File: src/rtl/hazard_pkg.sv
// hazard_pkg: shared state encodings and default multiply latency for the hazard controller.
package hazard_pkg;
    localparam int MUL_LAT_DEF = 3;
    typedef enum logic [1:0] {
        ST_RUN      = 2'd0,
        ST_MUL_BUSY = 2'd1,
        ST_MEM_WAIT = 2'd2
    } state_e;
endpackage

File: src/rtl/hazard_detect.sv
// hazard_detect: combinational load-use comparator between the EX load and the ID sources.
module hazard_detect (
    input  logic       ex_mem_read,
    input  logic       ex_reg_write,
    input  logic [1:0] ex_rd,
    input  logic [1:0] id_rs,
    input  logic [1:0] id_rt,
    input  logic       id_uses_rt,
    output logic       load_use
);
    assign load_use = ex_mem_read && ex_reg_write &&
                      ((ex_rd == id_rs) || (id_uses_rt && (ex_rd == id_rt)));
endmodule

File: src/rtl/pipeline_hazard_ctrl.sv
// pipeline_hazard_ctrl: stall/flush/hold control for a 5-stage pipeline with multi-cycle multiply
// and data-memory wait states; also keeps a saturating count of PC stall cycles.
module pipeline_hazard_ctrl
    import hazard_pkg::*;
#(
    parameter int MUL_LAT = MUL_LAT_DEF
) (
    input  logic       clk,
    input  logic       rst_n,
    input  logic [1:0] id_rs,
    input  logic [1:0] id_rt,
    input  logic       id_uses_rt,
    input  logic       ex_mem_read,
    input  logic       ex_reg_write,
    input  logic [1:0] ex_rd,
    input  logic       ex_is_mul,
    input  logic       branch_taken,
    input  logic       mem_wait,
    output logic       pc_stall,
    output logic       if_id_stall,
    output logic       if_id_flush,
    output logic       id_ex_flush,
    output logic       id_ex_hold,
    output logic       ex_mem_hold,
    output logic       ex_mem_flush,
    output logic [1:0] ctrl_state,
    output logic [7:0] stall_cycles
);
    state_e     state_q, state_d, saved_q, saved_d, eff_state;
    logic [3:0] cnt_q, cnt_d;
    logic [7:0] stall_q, stall_d;
    logic       load_use;

    hazard_detect u_detect (
        .ex_mem_read (ex_mem_read),
        .ex_reg_write(ex_reg_write),
        .ex_rd       (ex_rd),
        .id_rs       (id_rs),
        .id_rt       (id_rt),
        .id_uses_rt  (id_uses_rt),
        .load_use    (load_use)
    );

    // Leaving MEM_WAIT, this cycle is decided by the rules of the interrupted state.
    assign eff_state = (state_q == ST_MEM_WAIT) ? saved_q : state_q;

    always_comb begin
        pc_stall     = 1'b0;
        if_id_stall  = 1'b0;
        if_id_flush  = 1'b0;
        id_ex_flush  = 1'b0;
        id_ex_hold   = 1'b0;
        ex_mem_hold  = 1'b0;
        ex_mem_flush = 1'b0;
        state_d      = state_q;
        saved_d      = saved_q;
        cnt_d        = cnt_q;
        if (mem_wait) begin
            pc_stall    = 1'b1;
            if_id_stall = 1'b1;
            id_ex_hold  = 1'b1;
            ex_mem_hold = 1'b1;
            state_d     = ST_MEM_WAIT;
            saved_d     = (state_q == ST_MEM_WAIT) ? saved_q : state_q;
        end else begin
            case (eff_state)
                ST_RUN: begin
                    state_d = ST_RUN;
                    if (branch_taken) begin
                        if_id_flush = 1'b1;
                        id_ex_flush = 1'b1;
                    end else if (ex_is_mul) begin
                        pc_stall     = 1'b1;
                        if_id_stall  = 1'b1;
                        id_ex_hold   = 1'b1;
                        ex_mem_flush = 1'b1;
                        cnt_d        = 4'(MUL_LAT - 1);
                        state_d      = ST_MUL_BUSY;
                    end else if (load_use) begin
                        pc_stall    = 1'b1;
                        if_id_stall = 1'b1;
                        id_ex_flush = 1'b1;
                    end
                end
                ST_MUL_BUSY: begin
                    cnt_d = (cnt_q > 4'd1) ? cnt_q - 4'd1 : 4'd0;
                    if (cnt_q > 4'd1) begin
                        pc_stall     = 1'b1;
                        if_id_stall  = 1'b1;
                        id_ex_hold   = 1'b1;
                        ex_mem_flush = 1'b1;
                        state_d      = ST_MUL_BUSY;
                    end else begin
                        state_d = ST_RUN;
                    end
                end
                default: state_d = ST_RUN;
            endcase
        end
        stall_d = (pc_stall && stall_q != 8'hFF) ? stall_q + 8'd1 : stall_q;
    end

    always_ff @(posedge clk or negedge rst_n) begin
        if (!rst_n) begin
            state_q <= ST_RUN;
            saved_q <= ST_RUN;
            cnt_q   <= 4'd0;
            stall_q <= 8'd0;
        end else begin
            state_q <= state_d;
            saved_q <= saved_d;
            cnt_q   <= cnt_d;
            stall_q <= stall_d;
        end
    end

    assign ctrl_state   = state_q;
    assign stall_cycles = stall_q;
endmodule
File: config.mk
export PLATFORM = sky130hd
export DESIGN_NAME = pipeline_hazard_ctrl
export DESIGN_NICKNAME = d
export VERILOG_FILES = /design/src/rtl/hazard_pkg.sv /design/src/rtl/hazard_detect.sv /design/src/rtl/pipeline_hazard_ctrl.sv
export SDC_FILE = /design/constraint.sdc
export NUM_CORES = 1
export LEC_CHECK = 0
export ABC_AREA = 1
export ABC_CLOCK_PERIOD_IN_PS = 3200
export CELL_PAD_IN_SITES_DETAIL_PLACEMENT = 1
export CELL_PAD_IN_SITES_GLOBAL_PLACEMENT = 2
export CORE_ASPECT_RATIO = 2
export CORE_UTILIZATION = 27
export DETAILED_ROUTE_END_ITERATION = 6
export PLACE_DENSITY_LB_ADDON = 0.2
export SLEW_MARGIN = 20
export SYNTH_ARGS = -nofsm -noshare
export SYNTH_HDL_FRONTEND = slang
export SYNTH_SLANG_ARGS = --single-unit
File: constraint.sdc
create_clock -name clk -period 3.2 [get_ports clk]
set_input_delay 0.96 -clock clk [delete_from_list [all_inputs] [get_ports clk]]
set_output_delay 0.96 -clock clk [all_outputs]
set_load 0.03 [all_outputs]
==> results of run 1 <==
-- power groups by stage --
stage | sequential (W) | combinational (W) | clock, W
after floorplan | 0.000416 | 0.000347 | 0
after global placement | 0.000349 | 0.000627 | 0
after detailed placement | 0.000352 | 0.000642 | 0
after CTS | 0.000351 | 0.000648 | 0.000187
after global routing | 0.000362 | 0.000713 | 0.000192
final | 0.000349 | 0.000639 | 0.000178
-- state kept, by name, indices dropped and copies added (netlist names) --
register and count:
cnt_q 4, saved_q 2, ctrl_state 2, stall_cycles 8
-- critical path: cells and delay by family --
family / cells / cell delay [ns]
and+or+nand+nor: 5 / 0.48
buffers and inverters: 3 / 0.69
-- layout make-up --
cell class                      instances  share of cell area
Clock buffer                            4              0.0382
Inverter                               19              0.0495
Multi-Input combinational cell         97               0.376
Sequential cell                        16               0.278
Tap cell                               49              0.0426
Timing Repair Buffer                   32               0.215
-- synth_stat cells, drive strengths merged, types with 2 or more instances --
cell type  number
a21oi           3
buf             2
dfrtp          16
ha              3
inv            19
nand2          41
nand3          15
nor2           10
nor3            4
o21ai           9
xnor2           5
xor2            5
-- worst max-delay path by stage --
| stage | to | slack, ns | cells past startpoint |
|---|---|---|---|
| global placement | pc_stall | 0.04 | 8 |
| finish | if_id_stall | 0.09 | 8 |
| CTS | if_id_stall | 0.007 | 8 |
| floorplan | id_ex_flush | 0.45 | 4 |
| global route | ex_mem_flush | 0.01 | 6 |
| detailed placement | if_id_stall | 0.01 | 8 |
-- cell families after synthesis --
family | count (synthesis) | share of synthesized area
flip-flops | 16 | 0.389
buffers and inverters | 21 | 0.0839
AND/OR/NAND/NOR | 72 | 0.336
AO/OA/AOI/OAI | 12 | 0.0693
XOR/XNOR | 10 | 0.0852
adder cells (fa/ha/maj) | 3 | 0.0365
-- per-layer routing --
metal | up-vias | part of all wire
met3 | 7 | 0.037
met1 | 488 | 0.35
met2 | 28 | 0.59
met4 | 0 | 0.027
li1 | 486 | -
met5 | - | 0
-- per-stage QoR --
step / instance area [sq um] / setup WS [ns] / instances / utilization
after detailed placement: 1370 / 0.0139 / 213 / 0.376
after global routing: 1440 / 0.0105 / 217 / 0.395
final: 1440 / 0.0917 / 217 / 0.395
after floorplan: 1030 / 0.448 / 134 / -
after global placement: 1370 / 0.0367 / 213 / 0.376
after CTS: 1430 / 0.00700 / 217 / 0.392
==> results.sh, run 1 <==
export IMPL_synth_top_area_share=0.389
export IMPL_grt_max_degree=17
export IMPL_worst_slew_pin_slew_ns=0.714
export IMPL_ys_ff_latch=16
export IMPL_final_common_cell="nand2_1"
export IMPL_clockBufferDepth=2
export IMPL_synth_ff_type="dfrtp_1"
export IMPL_reg2reg_to="stall_cycles[2]"
export IMPL_synth_area_sq_um=1030
export IMPL_synth_cell_type_count=21
export IMPL_die_y_um=89.3
export IMPL_synth_top_cells_by_area="dfrtp_1, nand2_1, nand3_1"
export IMPL_cp_arrival_ns=2.15
export IMPL_max_slew_margin=0.523
export IMPL_drive_above_1_share=0.149
export IMPL_gr_usage_met2=0.300
export IMPL_grt_first_pass_wirelength_mm=4.40
export IMPL_grt_pass1_vias=1034
export IMPL_syn_num_nets=151
export IMPL_synth_cells=134
export IMPL_pwr_share_seq=0.299
export IMPL_htreeDepth=1
export IMPL_max_cap_violations=0
export IMPL_synth_edf_count=0
export IMPL_setup_viol=0
export IMPL_antenna_found_initial=0
export IMPL_seq_area_sq_um=400
export IMPL_path_common_cell="nand2_1"
export IMPL_cp_required_ns=2.24
export IMPL_hold_ws_ns=0.527
export IMPL_critPathLaunch="branch_taken"
export IMPL_coreArea_sq_um=3650
export IMPL_cts_hold_buffers=0
export IMPL_drt_iter0_drc=5
export IMPL_synthArstFlopShare=1.00
export IMPL_fin_crit_ns=3.11
export IMPL_place_gp_congestion=0.715
export IMPL_switchingPower_w=0.000531
export IMPL_postCtsSetupBuffers=0
export IMPL_setup_tns_ns=0
export IMPL_comb_power_share=0.548
export IMPL_port_buffers=30
export IMPL_cts_resized=0
export IMPL_final_net_count=186
export IMPL_wirelength_mm=2.74
export IMPL_hold_path_class="flop to flop"
export IMPL_clock_sinks=16
export IMPL_grt_setup_unrepaired="no"
export IMPL_numCtsBuffers=3
export IMPL_drtAntennaViolNets=0
export IMPL_ios=31
export IMPL_cts_tree="yes"
export IMPL_cts_root_buf="clkbuf_8"
export IMPL_start_util=0.282
export IMPL_reg2regPathDepth=11
export IMPL_synth_seq_area_share=0.389
export IMPL_worstSkewPairLatency_ns=0.25
export IMPL_max_stage_delay_ns=0.48
export IMPL_r2r_setup_slack_ns=1.29
export IMPL_r2r_start="cnt_q[0]"
export IMPL_ys_warn_count=0
export IMPL_min_from="saved_q[0]"
export IMPL_multi_input_comb_area_sq_um=542
export IMPL_top_usage_layer="met2"
export IMPL_status="finished, final reports clean"
export IMPL_gr_total_overflow=0
export IMPL_vias=1009
export IMPL_maxSlewViolCount=0
export IMPL_use_met3=0.0141
export IMPL_hpwlAfterDp_mm=2.23
export IMPL_avgSynthCellArea_sq_um=7.68
export IMPL_intPower_w=0.000635
export IMPL_cp_end_kind="output pin"
export IMPL_synthToLayoutAreaGrowth_pct=40.0
export IMPL_power_leakage_nw=0.730
export IMPL_start_kind="input pin"
export IMPL_power_frac_clock=0.153
export IMPL_whs_path_depth=2
export IMPL_drc=0
export IMPL_insertedDiodeCount=0
export IMPL_die_w_um=45.6
export IMPL_dr_pass1_iters=2
export IMPL_power_w=0.00117
export IMPL_rows=31
export IMPL_avgViaCountPerCell=4.65
export IMPL_fill_cells=480
export IMPL_die_area_sq_um=4070
export IMPL_use_met1=0.133
export IMPL_layout_common_cells="nand2_1, clkdlybuf4s50_1, inv_1"
export IMPL_path_cells="clkdlybuf4s50_1 > inv_1 > nand2_1 > nand3b_2 > nand2_1 > nor2_2 > nand2_4 > buf_6"
export IMPL_hold_end="saved_q[0]"
export IMPL_powerDensity_nw_per_um2=810
export IMPL_path_clk_slew_ns=0.06
export IMPL_slowest_stage="clkdlybuf4s50_1"
export IMPL_max_freq_mhz=322
export IMPL_grt_usage=0.149
export IMPL_finalHoldViolations=0
export IMPL_yosysTopAreaCell="dfrtp_1"
export IMPL_p_sw_frac=0.455
export IMPL_path_max_fanout=5
export IMPL_setup_worst_path_class="input pin to output pin"
export IMPL_fin_crit_sh=0.971
export IMPL_peakVddDrop_uv=404
export IMPL_wire_per_inst_um=12.6
export IMPL_fin_skew_ns=0.00342
Power figures use the tool's default switching activity.
==> run 2, diff against run 1 <==
--- a/config.mk
+++ b/config.mk
@@ -12,6 +12,7 @@
 export CORE_ASPECT_RATIO = 2
 export CORE_UTILIZATION = 27
 export DETAILED_ROUTE_END_ITERATION = 6
+export GPL_TIMING_DRIVEN = 0
 export PLACE_DENSITY_LB_ADDON = 0.2
 export SLEW_MARGIN = 20
 export SYNTH_ARGS = -nofsm -noshare
==> results.sh, run 2 (synthesis gave the netlist of run 1 again) <==
export IMPL_hold_path_class="flop to flop"
export IMPL_start_kind="input pin"
export IMPL_dr_pass1_iters=3
export IMPL_drc=0
export IMPL_path_max_fanout=4
export IMPL_power_leakage_nw=0.727
export IMPL_cp_end_kind="output pin"
export IMPL_layout_common_cells="nand2_1, clkdlybuf4s50_1, inv_1"
export IMPL_drt_iter0_drc=25
export IMPL_cts_hold_buffers=0
export IMPL_coreArea_sq_um=3650
export IMPL_max_cap_violations=0
export IMPL_peakVddDrop_uv=387
export IMPL_status="finished, final reports clean"
export IMPL_largest_register_ffs=8
export IMPL_final_net_count=188
export IMPL_setup_tns_ns=0
export IMPL_drtAntennaViolNets=0
export IMPL_powerDensity_nw_per_um2=808
export IMPL_port_buffers=30
export IMPL_r2r_start="cnt_q[0]"
export IMPL_setup_worst_path_class="input pin to output pin"
export IMPL_fin_crit_ns=3.19
export IMPL_worst_slew_pin_slew_ns=0.740
export IMPL_max_slew_margin=0.505
export IMPL_drive_above_1_share=0.165
export IMPL_power_w=0.00118
export IMPL_numCtsBuffers=3
export IMPL_wirelength_mm=2.79
export IMPL_grt_first_pass_wirelength_mm=4.66
export IMPL_fin_crit_sh=0.997
export IMPL_clock_sinks=16
export IMPL_cts_root_buf="clkbuf_8"
export IMPL_critPathLaunch="branch_taken"
export IMPL_avgViaCountPerCell=4.59
export IMPL_setup_viol=0
export IMPL_synthToLayoutAreaGrowth_pct=41.6
export IMPL_endpoint="pc_stall"
export IMPL_vias=1006
export IMPL_wire_per_inst_um=12.7
export IMPL_die_w_um=45.6
export IMPL_die_y_um=89.3
export IMPL_grt_usage=0.158
export IMPL_antenna_found_initial=0
export IMPL_final_common_cell="nand2_1"
export IMPL_fin_cells=219
export IMPL_start_util=0.282
export IMPL_cts_tree="yes"
export IMPL_cp_arrival_ns=2.23
export IMPL_ios=31
export IMPL_grt_pass1_vias=1138
export IMPL_finalHoldViolations=0
export IMPL_maxSlewViolCount=0
export IMPL_reg2reg_to="stall_cycles[2]"
export IMPL_grt_setup_unrepaired="yes"
export IMPL_die_area_sq_um=4070
export IMPL_grt_max_degree=17
export IMPL_dp_cells=213
export IMPL_clockBufferDepth=2
export IMPL_rows=31
export IMPL_fin_skew_ns=0.00211
export IMPL_insertedDiodeCount=0
export IMPL_r2r_setup_slack_ns=1.31
export IMPL_gr_total_overflow=0
export IMPL_hpwlAfterDp_mm=2.23
export IMPL_place_gp_congestion=0.696
export IMPL_cp_required_ns=2.24
export IMPL_max_freq_mhz=313
export IMPL_htreeDepth=1
export IMPL_reg2regPathDepth=11
export IMPL_worstSkewPairLatency_ns=0.25
export IMPL_path_clk_slew_ns=0.06
==> run 2: repair_timing <==
item | 4_1_cts | 5_1_grt
resized for setup | 32 | 5
pin swaps | 1 | 0
endpoints found under the setup margin | 7 | 6
buffers inserted | 2 | 0
==> run 2: critical path, stage by stage <==
cell and delay (ns):
clkdlybuf4s50_1 0.48, inv_1 0.06, nand2_1 0.05, nand3b_2 0.12, nand2_1 0.08, nor2_4 0.12, nand2_4 0.08, buf_4 0.13
buf_4 0.15
==> run 2: layout make-up <==
class | count | area (sq um)
flip-flops and latches | 16 | 400
well taps | 49 | 61.3
repair buffers | 32 | 299
clock buffers | 4 | 55.1
fillers | 478 | 2190
multi-input cells | 97 | 554
plain buffers | 2 | 15.0
inverters | 19 | 71.3
==> run 2: metrics by stage <==
step / hold WS (ns) / instance area, sq um / util / setup WS (ns)
after global routing: 0.572 / 1460 / 0.399 / -0.0855
after CTS: 0.521 / 1450 / 0.398 / -0.0267
final: 0.514 / 1460 / 0.399 / 0.00961
after floorplan: 0.453 / 1030 / - / 0.448
after global placement: 0.495 / 1390 / 0.381 / -0.625
after detailed placement: 0.503 / 1390 / 0.381 / -0.674
==> run 2: routing by layer <==
metal / GRT usage / share of wire
met1: 0.144 / 0.35
met3: 0.0182 / 0.035
met4: 0.0661 / 0.015
met5: 0 / 0
met2: 0.321 / 0.60
==> run 2: worst min-delay path by stage <==
stage / start / endpoint / depth (start not counted)
3_3_place_gp: saved_q[0] / saved_q[0] / 2
6_report: saved_q[0] / saved_q[0] / 2
3_5_place_dp: saved_q[0] / saved_q[0] / 2
4_1_cts: saved_q[0] / saved_q[0] / 2
5_1_grt: stall_cycles[1] / stall_cycles[1] / 2
2_1_floorplan: saved_q[0] / saved_q[0] / 2
==> run 2: power breakdown <==
part | switching (W) | leakage (nW) | internal, W | total, W
combinational | 0.000391 | 0.490 | 0.000252 | 0.000642
clock | 0.0000739 | 0.0288 | 0.000109 | 0.000183
sequential | 0.0000778 | 0.208 | 0.000273 | 0.000351
total | 0.000543 | 0.727 | 0.000634 | 0.00118
